[config.mk]
export PLATFORM = sky130hd
export DESIGN_NAME = id_stage_flat
export DESIGN_NICKNAME = d
export VERILOG_FILES = /design/src/rtl/mips_pkg.sv /design/src/rtl/id_stage_if.sv /design/src/rtl/id_regfile.sv /design/src/rtl/id_stage.sv /design/src/flat_wrapper.sv
export SDC_FILE = /design/constraint.sdc
export NUM_CORES = 2
export LEC_CHECK = 0
export CORE_MARGIN = 2
export CORE_UTILIZATION = 34
export CTS_BUF_LIST = sky130_fd_sc_hd__clkbuf_4 sky130_fd_sc_hd__clkbuf_8
export CTS_CLUSTER_DIAMETER = 200
export DETAILED_ROUTE_END_ITERATION = 12
export PLACE_DENSITY = 0.54
export SLEW_MARGIN = 15
export SYNTH_ARGS = -nofsm -noshare
export SYNTH_HDL_FRONTEND = slang
export SYNTH_SLANG_ARGS = --single-unit
export TNS_END_PERCENT = 5
[constraint.sdc]
create_clock -name CLK -period 5.7 [get_ports CLK]
set_input_delay 1.71 -clock CLK [delete_from_list [all_inputs] [get_ports CLK]]
set_output_delay 1.71 -clock CLK [all_outputs]
set_load 0.005 [all_outputs]
[src/rtl/mips_pkg.sv]
// Shared MIPS decode constants: opcodes, NOP encoding, register-address width,
// and the immediate-extension rule used by the decode stage.
package mips_pkg;

  localparam int unsigned REG_AW = 5;

  localparam logic [5:0] OP_RTYPE = 6'h00;
  localparam logic [5:0] OP_BEQ   = 6'h04;
  localparam logic [5:0] OP_ANDI  = 6'h0C;
  localparam logic [5:0] OP_ORI   = 6'h0D;
  localparam logic [5:0] OP_XORI  = 6'h0E;
  localparam logic [5:0] OP_LW    = 6'h23;

  localparam logic [31:0] MIPS_NOP = 32'h0000_0000;

  // Logical immediates are zero-extended; every other opcode sign-extends.
  function automatic logic [31:0] imm_ext(input logic [31:0] ins);
    logic [5:0] op;
    op = ins[31:26];
    if (op == OP_ANDI || op == OP_ORI || op == OP_XORI)
      imm_ext = {16'h0000, ins[15:0]};
    else
      imm_ext = {{16{ins[15]}}, ins[15:0]};
  endfunction

endpackage

[src/rtl/id_stage_if.sv]
// Fetch/EX/WB-facing signal bundle of the decode stage; master drives inputs
// to the stage, slave is the stage itself.
interface id_stage_if;
  import mips_pkg::*;

  logic [31:0]       Ins;
  logic [31:0]       nextPC;
  logic              flush;
  logic              ex_memread;
  logic [REG_AW-1:0] ex_rt;
  logic              wb_we;
  logic [REG_AW-1:0] wb_addr;
  logic [31:0]       wb_data;

  logic              stall;
  logic              id_valid;
  logic [31:0]       id_pc;
  logic [5:0]        id_opcode;
  logic [5:0]        id_funct;
  logic [REG_AW-1:0] id_rs;
  logic [REG_AW-1:0] id_rt;
  logic [REG_AW-1:0] id_rd;
  logic [31:0]       id_rs_data;
  logic [31:0]       id_rt_data;
  logic [31:0]       id_imm;
  logic [31:0]       id_br_target;

  modport master (
    output Ins, nextPC, flush, ex_memread, ex_rt, wb_we, wb_addr, wb_data,
    input  stall, id_valid, id_pc, id_opcode, id_funct, id_rs, id_rt, id_rd,
           id_rs_data, id_rt_data, id_imm, id_br_target
  );

  modport slave (
    input  Ins, nextPC, flush, ex_memread, ex_rt, wb_we, wb_addr, wb_data,
    output stall, id_valid, id_pc, id_opcode, id_funct, id_rs, id_rt, id_rd,
           id_rs_data, id_rt_data, id_imm, id_br_target
  );

endinterface

[src/rtl/id_regfile.sv]
// 32x32 register file, 2 combinational read ports, 1 write port, r0 hardwired 0.
// ID_WB_BYPASS_EN: same-cycle write data is forwarded to a matching read.
module id_regfile
  import mips_pkg::*;
(
  input  logic              CLK,
  input  logic              RST,
  input  logic [REG_AW-1:0] ra1,
  input  logic [REG_AW-1:0] ra2,
  output logic [31:0]       rd1,
  output logic [31:0]       rd2,
  input  logic              we,
  input  logic [REG_AW-1:0] wa,
  input  logic [31:0]       wd
);

  logic [31:0] regs [32];

  always_ff @(posedge CLK) begin
    if (RST) begin
      for (int i = 0; i < 32; i++) regs[i] <= 32'h0;
    end else if (we && wa != '0) begin
      regs[wa] <= wd;
    end
  end

  function automatic logic [31:0] rd_port(input logic [REG_AW-1:0] ra);
    if (ra == '0)
      rd_port = 32'h0;
`ifdef ID_WB_BYPASS_EN
    else if (we && wa == ra)
      rd_port = wd;
`endif
    else
      rd_port = regs[ra];
  endfunction

  assign rd1 = rd_port(ra1);
  assign rd2 = rd_port(ra2);

endmodule

[src/rtl/id_stage.sv]
// MIPS decode stage: IF/ID latch (1-cycle latency), field decode, regfile read,
// load-use stall; flush beats stall. ID_WB_BYPASS_EN selects regfile WB forwarding.
module id_stage
  import mips_pkg::*;
#(
  parameter logic [31:0] NOP_INS  = MIPS_NOP,
  parameter logic [31:0] RESET_PC = 32'h0000_0000
)(
  input logic     CLK,
  input logic     RST,
  id_stage_if.slave bus
);

  logic [31:0]       ins_q;
  logic [31:0]       pc_q;
  logic              valid_q;
  logic              stall_w;
  logic [REG_AW-1:0] rs;
  logic [REG_AW-1:0] rt;
  logic [31:0]       imm;

  always_ff @(posedge CLK) begin
    if (RST || bus.flush) begin
      ins_q   <= NOP_INS;
      pc_q    <= RESET_PC;
      valid_q <= 1'b0;
    end else if (!stall_w) begin
      ins_q   <= bus.Ins;
      pc_q    <= bus.nextPC;
      valid_q <= 1'b1;
    end
  end

  assign rs  = ins_q[25:21];
  assign rt  = ins_q[20:16];
  assign imm = imm_ext(ins_q);

  // Load-use hazard: the load in EX targets a source of the instruction held here.
  assign stall_w = valid_q && bus.ex_memread && (bus.ex_rt != '0) &&
                   ((bus.ex_rt == rs) || (bus.ex_rt == rt));

  assign bus.stall        = stall_w;
  assign bus.id_valid     = valid_q;
  assign bus.id_pc        = pc_q;
  assign bus.id_opcode    = ins_q[31:26];
  assign bus.id_rs        = rs;
  assign bus.id_rt        = rt;
  assign bus.id_rd        = ins_q[15:11];
  assign bus.id_funct     = ins_q[5:0];
  assign bus.id_imm       = imm;
  assign bus.id_br_target = pc_q + (imm << 2);

  id_regfile u_regfile (
    .CLK (CLK),
    .RST (RST),
    .ra1 (rs),
    .ra2 (rt),
    .rd1 (bus.id_rs_data),
    .rd2 (bus.id_rt_data),
    .we  (bus.wb_we),
    .wa  (bus.wb_addr),
    .wd  (bus.wb_data)
  );

endmodule

[src/flat_wrapper.sv]
// flat-port wrapper written by rule: the top's interface ports become plain ports
module id_stage_flat import mips_pkg::*;
#(
  parameter logic [31:0] NOP_INS  = MIPS_NOP,
  parameter logic [31:0] RESET_PC = 32'h0000_0000
)
  (CLK, RST, bus_Ins, bus_nextPC, bus_flush, bus_ex_memread, bus_ex_rt, bus_wb_we, bus_wb_addr, bus_wb_data, bus_stall, bus_id_valid, bus_id_pc, bus_id_opcode, bus_id_funct, bus_id_rs, bus_id_rt, bus_id_rd, bus_id_rs_data, bus_id_rt_data, bus_id_imm, bus_id_br_target);
  id_stage_if bus_i ();
  input logic CLK;
  input logic RST;
  input wire logic [$bits(bus_i.Ins)-1:0] bus_Ins;
  input wire logic [$bits(bus_i.nextPC)-1:0] bus_nextPC;
  input wire logic [$bits(bus_i.flush)-1:0] bus_flush;
  input wire logic [$bits(bus_i.ex_memread)-1:0] bus_ex_memread;
  input wire logic [$bits(bus_i.ex_rt)-1:0] bus_ex_rt;
  input wire logic [$bits(bus_i.wb_we)-1:0] bus_wb_we;
  input wire logic [$bits(bus_i.wb_addr)-1:0] bus_wb_addr;
  input wire logic [$bits(bus_i.wb_data)-1:0] bus_wb_data;
  output wire logic [$bits(bus_i.stall)-1:0] bus_stall;
  output wire logic [$bits(bus_i.id_valid)-1:0] bus_id_valid;
  output wire logic [$bits(bus_i.id_pc)-1:0] bus_id_pc;
  output wire logic [$bits(bus_i.id_opcode)-1:0] bus_id_opcode;
  output wire logic [$bits(bus_i.id_funct)-1:0] bus_id_funct;
  output wire logic [$bits(bus_i.id_rs)-1:0] bus_id_rs;
  output wire logic [$bits(bus_i.id_rt)-1:0] bus_id_rt;
  output wire logic [$bits(bus_i.id_rd)-1:0] bus_id_rd;
  output wire logic [$bits(bus_i.id_rs_data)-1:0] bus_id_rs_data;
  output wire logic [$bits(bus_i.id_rt_data)-1:0] bus_id_rt_data;
  output wire logic [$bits(bus_i.id_imm)-1:0] bus_id_imm;
  output wire logic [$bits(bus_i.id_br_target)-1:0] bus_id_br_target;
  assign bus_i.Ins = bus_Ins;
  assign bus_i.nextPC = bus_nextPC;
  assign bus_i.flush = bus_flush;
  assign bus_i.ex_memread = bus_ex_memread;
  assign bus_i.ex_rt = bus_ex_rt;
  assign bus_i.wb_we = bus_wb_we;
  assign bus_i.wb_addr = bus_wb_addr;
  assign bus_i.wb_data = bus_wb_data;
  assign bus_stall = bus_i.stall;
  assign bus_id_valid = bus_i.id_valid;
  assign bus_id_pc = bus_i.id_pc;
  assign bus_id_opcode = bus_i.id_opcode;
  assign bus_id_funct = bus_i.id_funct;
  assign bus_id_rs = bus_i.id_rs;
  assign bus_id_rt = bus_i.id_rt;
  assign bus_id_rd = bus_i.id_rd;
  assign bus_id_rs_data = bus_i.id_rs_data;
  assign bus_id_rt_data = bus_i.id_rt_data;
  assign bus_id_imm = bus_i.id_imm;
  assign bus_id_br_target = bus_i.id_br_target;
  id_stage #(.NOP_INS(NOP_INS), .RESET_PC(RESET_PC)) u_core (.CLK(CLK), .RST(RST), .bus(bus_i));
endmodule
# Yosys cells after proc, flatten, opt, wreduce, memory -nomap -nowiden
# Memory sizes are Yosys's and may differ from the RTL's. A register that Yosys moved wholly into a read port is not among the register bits.
# Index checks and enable logic that the tools add are counted.
[totals]
reg_bits = 65
ramBits = 1024
inputBits = 111
out_inout_bits = 189
word_cells = 38
mem_count = 1
[mem_list]
columns = ["memory", "depth", "word_bits", "rd", "rd_clocked_by_memory_dff", "wr", "line_no", "source"]
rows = [
  ["u_core.u_regfile.regs", 32, 32, 2, 2, 32, "id_regfile.sv:17", "logic [31:0] regs [32];"],
]
[classes]
add_sub_neg = 1
eq_ne = 5
mux = 15
reduce_logical = 13
[op_table]
columns = ["op", "count"]
rows = [
  ["$mux 32", 4],
  ["$add 32x32->32", 1],
  ["$reduce_or 32->1", 1],
  ["$mux 5", 5],
  ["$eq 6x4->1 const B", 3],
  ["$eq 5x5->1", 2],
  ["$logic_not 5->1", 2],
  ["$reduce_bool 5->1", 2],
  ["$mux 1", 6],
  ["$logic_and 1x1->1", 4],
  ["$logic_or 1x1->1", 4],
]

# Depth between registers and ports, before layout
[logic_depth]
word_depth = 7
depth_mapped = 12
mapped_depth_nobuf = 11

# Modules after synthesis
# Synthesis repeated with hierarchy kept, for this count alone.
[hier_totals]
cells_unflattened = 3979
area_unflattened_um2 = 58469.8
[by_module_without_submodules]
columns = ["mod", "n_inst", "cells_per_inst", "area_per_inst_um2", "seq_area_each_um2"]
rows = [
  ["id_regfile", 1, 3502, 54232.0, 30749.5],
  ["id_stage", 1, 477, 4237.8, 1301.2],
]

# Worst setup path before layout
# OpenSTA, ideal clock, no wires.
[synth_path]
path_kind = "reg-to-output"
start = "register u_core.ins_q[27]"
end = "output bus_id_br_target[31]"
arrival_ns = 3.471
t_required_ns = 3.990
slack_ns = 0.519
path_stages_with_launch = 11
n_path_buf = 0
cell_sequence = "dfxtp_1 > a2111oi_0 > nor2b_1 > ha_1 > a21oi_1 > o21ai_1 > a211o_1 > a221oi_1 > a21boi_0 > a21boi_1 > xnor2_1"
[synth_via]
elab_chain_len = 5
word_cells_on_any_way = 7
cone_classes = "add/sub (1); eq/ne (3); mux (1); reduce/logical (2)"
[synth_lines]
columns = ["element", "line_no", "source"]
rows = [
  ["start: declaration", "id_stage.sv:14", "logic [31:0] ins_q;"],
  ["start signal: assignment", "id_stage.sv:28", "ins_q <= bus.Ins;"],
  ["$eq 6x4->1", "mips_pkg.sv:20", "if (op == OP_ANDI || op == OP_ORI || op == OP_XORI)"],
  ["$logic_or 1x1->1", "mips_pkg.sv:20", ""],
  ["$logic_or 1x1->1 (*)", "mips_pkg.sv:20", ""],
  ["$mux 32 (*)", "mips_pkg.sv:20", ""],
  ["net bus_id_imm[16]", "flat_wrapper.sv:29", "output wire logic [$bits(bus_i.id_imm)-1:0] bus_id_imm;"],
  ["$add 32x32->32 (*)", "id_stage.sv:51", "assign bus.id_br_target = pc_q + (imm << 2);"],
  ["end: declaration", "flat_wrapper.sv:30", "output wire logic [$bits(bus_i.id_br_target)-1:0] bus_id_br_target;"],
]
# Mark *: on every way through the listed nets, which the timed path passes. The rest lies on a longest branch.

# Final worst setup path
[layout_path]
start = "register u_core.ins_q[0]"
end = "output bus_id_br_target[20]"
[layout_via]
elab_chain_len = 2
[layout_lines]
columns = ["element", "line_no"]
rows = [
  ["$mux 32", "mips_pkg.sv:20"],
  ["$add 32x32->32", "id_stage.sv:51"],
]
# No other way between the ends.

==> impl_metrics.csv <==
group,metric,value,unit
die,dieArea,176000,um^2
clock_network,clk_latency,0.94,ns
timing,tightestPinTransition,1.10,ns
clock_network,ctsHtreeMaxLevel,4,
global_route,grt_pass1_wl,295,mm
synth,synthTopCellsByArea,"edfxtp_1 53%, mux4_2 25%, and2_1 11%",
final_layout,final_cell_mix,"1024 x edfxtp_1, 995 x and2_1, 640 x mux4_2, 291 x clkdlybuf4s50_1, 197 x clkbuf_8",
clock_network,path_clk_slew,0.06,ns
final_layout,layout-drive-gt1-share,0.303,
global_route,first_global_vias,36900,
critical_path,slowest_delay,0.53,ns
place,dp_cells,6138,
synth,synth_area,58600,um^2
synth,synth_edf_count,1024,
routing,firstDrtPassIters,5,
routing,first_iter_violations,4620,
synth,ys_types,52,
power,p_comb_frac,0.125,
critical_path,setup.worst_path.start,"u_core.ins_q[0]",
clock_network,cts_buffers,194,
synth,synth_top_area_share,0.525,
critical_path,criticalPathCategory,"reg2out",
critical_path,cp_slowest_cell,"clkdlybuf4s50_1",
global_route,grt_overflow_total,0,
global_route,antenna_found_initial,32,
synth,avgSynthCellArea,15.8,um^2
critical_path,startpoint_type,"flop",
synth,synth-seq-cells,1099,
synth,ys.warnings.count,0,
power,power_leakage,23.3,nW
routing,drc,0,
final_layout,syn2layout_area_growth,18.6,%
hold_path,min_path_type,"reg2reg",
critical_path,crit_top_cell,"buf_4",
clock_network,cts_tree,"built",
final_layout,layoutNonFillerInstCount,6524,
die,rows,152,
final_layout,finalNetCount,4179,
timing,max_slew_margin,0.265,
place,dpl_worst_slack,0.308,ns
die,die_w,419,um
outcome,status,"finished, violations left",
die,die_y,419,um
global_route,grt_max_degree,59,
critical_path,crit_path_end_kind,"output pin",
timing,fin_hold_ws,0.528,ns
power,p_seq_frac,0.495,
timing,hold_viol_final,0,
critical_path,worstSetupPathDepth,13,
timing,setup_viol,1,
timing,rsz0062_at_grt,"yes",
critical_path,crit_end,"bus_id_br_target[20]",
synth,yosysTopAreaCell,"edfxtp_1",
final_layout,finalCoreUtilization,0.405,
critical_path,critPathRequiredTime,3.99,ns
critical_path,r2r-start,"u_core.ins_q[18]",
power,swShare,0.263,
power,power_switching,5.05,mW
outcome,violations,"setup timing",
routing,wl_per_cell,32.9,um
critical_path,critPathMaxFanout,4,
timing,fin_crit_sh,1.01,
critical_path,r2r_cells,9,
power,ir_drop,246,uV
power,p_per_area,276,nW/um^2
synth,ys_dominant_reg_cell,"edfxtp_1",
synth,synthCells,3717,
timing,drv_slew,0,
critical_path,arrival,4.03,ns
place,port_buffers,299,
synth,async_flop_share,0,
clock_network,ctsLongestPathBuffers,3,
power,clkPwrFrac,0.380,
critical_path,critical_path_buf_inv_count,4,
place,hpwl,126,mm
place,gp_congestion,0.852,
critical_path,cp_top_family,"buffers and inverters",
timing,fin_ws,-0.0365,ns
timing,setup_tns,-0.0365,ns
die,core_area,171000,um^2
timing,post-route-min-period,5.74,ns
timing,fin_skew,0.0184,ns
clock_network,cts_sinks,1099,
power,power,19.2,mW
final_layout,layout_commonest_cell,"edfxtp_1",
final_layout,final_area,69500,um^2
critical_path,cp_cell_sequence,"ha_1 > inv_1 > fa_1 > nor2b_2 > o31a_1 > o21ai_2 > o211ai_1 > buf_4 > a21oi_1 > o21ai_1 > xor2_1 > buf_4 > clkdlybuf4s50_1",
global_route,grtUsageTotal,0.244,
routing,wirelength,215,mm
routing,antenna_left,0,
routing,dr_total_vias,36600,
clock_network,cts_root_buf,"clkbuf_8",
flow_run,max_cap_violations,0,
die,start_util,0.342,
timing,max_freq,174,MHz
synth,ys_seq_area_frac,0.551,
routing,vias_per_cell,5.61,
critical_path,rrSetupSlack,2.88,ns
power,p_int,14.1,mW
place,dpl_cell_area,65100,um^2
die,pin_count,300,
==> synthesized netlist by cell type, types with 2 or more instances <==
cell,number
a2111oi_0,3
a211oi_1,6
a21boi_0,2
a21boi_1,2
a21o_1,4
a21oi_1,23
a221oi_1,2
a31oi_1,4
and2_1,995
buf_1,27
buf_2,50
buf_4,41
buf_6,6
clkbuf_1,277
dfxtp_1,75
edfxtp_1,1024
ha_1,29
inv_1,8
mux2i_1,130
mux4_2,640
nand2_1,25
nand3_1,12
nand3b_1,5
nand4_1,9
nor2_1,184
nor2b_1,5
nor3_1,9
o211ai_1,3
o21a_1,5
o21ai_0,16
o21ai_1,2
o21bai_1,2
o31ai_1,4
or2_2,32
or3_1,2
or3b_2,2
or4_1,3
xnor2_1,20
xor2_1,16
==> cells by family after synthesis <==
| logic type | count (synthesis) | share of synthesized area |
|---|---|---|
| adder cells (fa/ha/maj) | 30 | 0.00654 |
| buffers and inverters | 409 | 0.0307 |
| XOR/XNOR | 36 | 0.00538 |
| flip-flops | 1099 | 0.551 |
| other | 1 | 0.0000640 |
| AO/OA/AOI/OAI | 86 | 0.00970 |
| AND/OR/NAND/NOR | 1286 | 0.128 |
| multiplexers | 770 | 0.268 |
==> power by group through the flow <==
stage | Clock [mW] | Combinational [mW] | Sequential [mW]
6_report | 7.30 | 2.40 | 9.50
5_1_grt | 7.76 | 2.51 | 9.55
4_1_cts | 7.44 | 2.41 | 9.50
3_5_place_dp | 0 | 2.37 | 9.66
3_3_place_gp | 0 | 2.37 | 9.64
2_1_floorplan | 0 | 1.32 | 9.54
==> layer usage <==
layer  GRT usage  part of all wire
met3      0.0499             0.085
met1       0.319              0.39
met4      0.0971             0.039
met2       0.399              0.48
met5           0          0.000084
==> worst min-delay path by stage <==
stage          slack, ns  cells past startpoint             endpoint                 from
2_1_floorplan       0.50                      2     u_core.ins_q[30]     u_core.ins_q[30]
3_3_place_gp        0.50                      2     u_core.ins_q[30]     u_core.ins_q[30]
3_5_place_dp        0.51                      2     u_core.ins_q[26]     u_core.ins_q[26]
4_1_cts             0.53                      2     u_core.ins_q[28]     u_core.ins_q[28]
5_1_grt             0.55                      2  u_core.bus.id_pc[1]  u_core.bus.id_pc[1]
6_report            0.53                      2     u_core.ins_q[28]     u_core.ins_q[28]
==> registers in the layout, indices dropped and copies added, names as in the netlist, named ones only <==
register               cells
u_core.ins_q              32
u_core.u_regfile.regs   1024
u_core.bus.id_valid        1
u_core.bus.id_pc          32
==> worst register-to-register path, cell delays in order (launching register included) <==
cell and delay [ns]:
dfxtp_1 0.39, buf_4 0.22, xnor2_1 0.09, nand3_1 0.09, o31ai_1 0.12, o2111ai_4 0.13, buf_4 0.48, buf_4 0.63
mux2i_1 0.43, nor2_1 0.10
==> repair_timing <==
action	in CTS	in global routing
hold buffers	0	0
buffers inserted	13	1
resized for setup	74	30
pin swaps	5	3
hold endpoints to repair	0	0
setup endpoints to repair	69	26
==> cell type report <==
type / count / area (um^2)
antenna: 16 / 40.0
clock buffer: 258 / 3170
clock inverter: 98 / 566
fill: 15600 / 102000
inverter: 8 / 30.0
multi-input combinational: 2240 / 25300
sequential: 1099 / 32300
tap: 2310 / 2890
timing repair buffer: 495 / 5210
No activity file was read; power rests on OpenSTA's default activity.
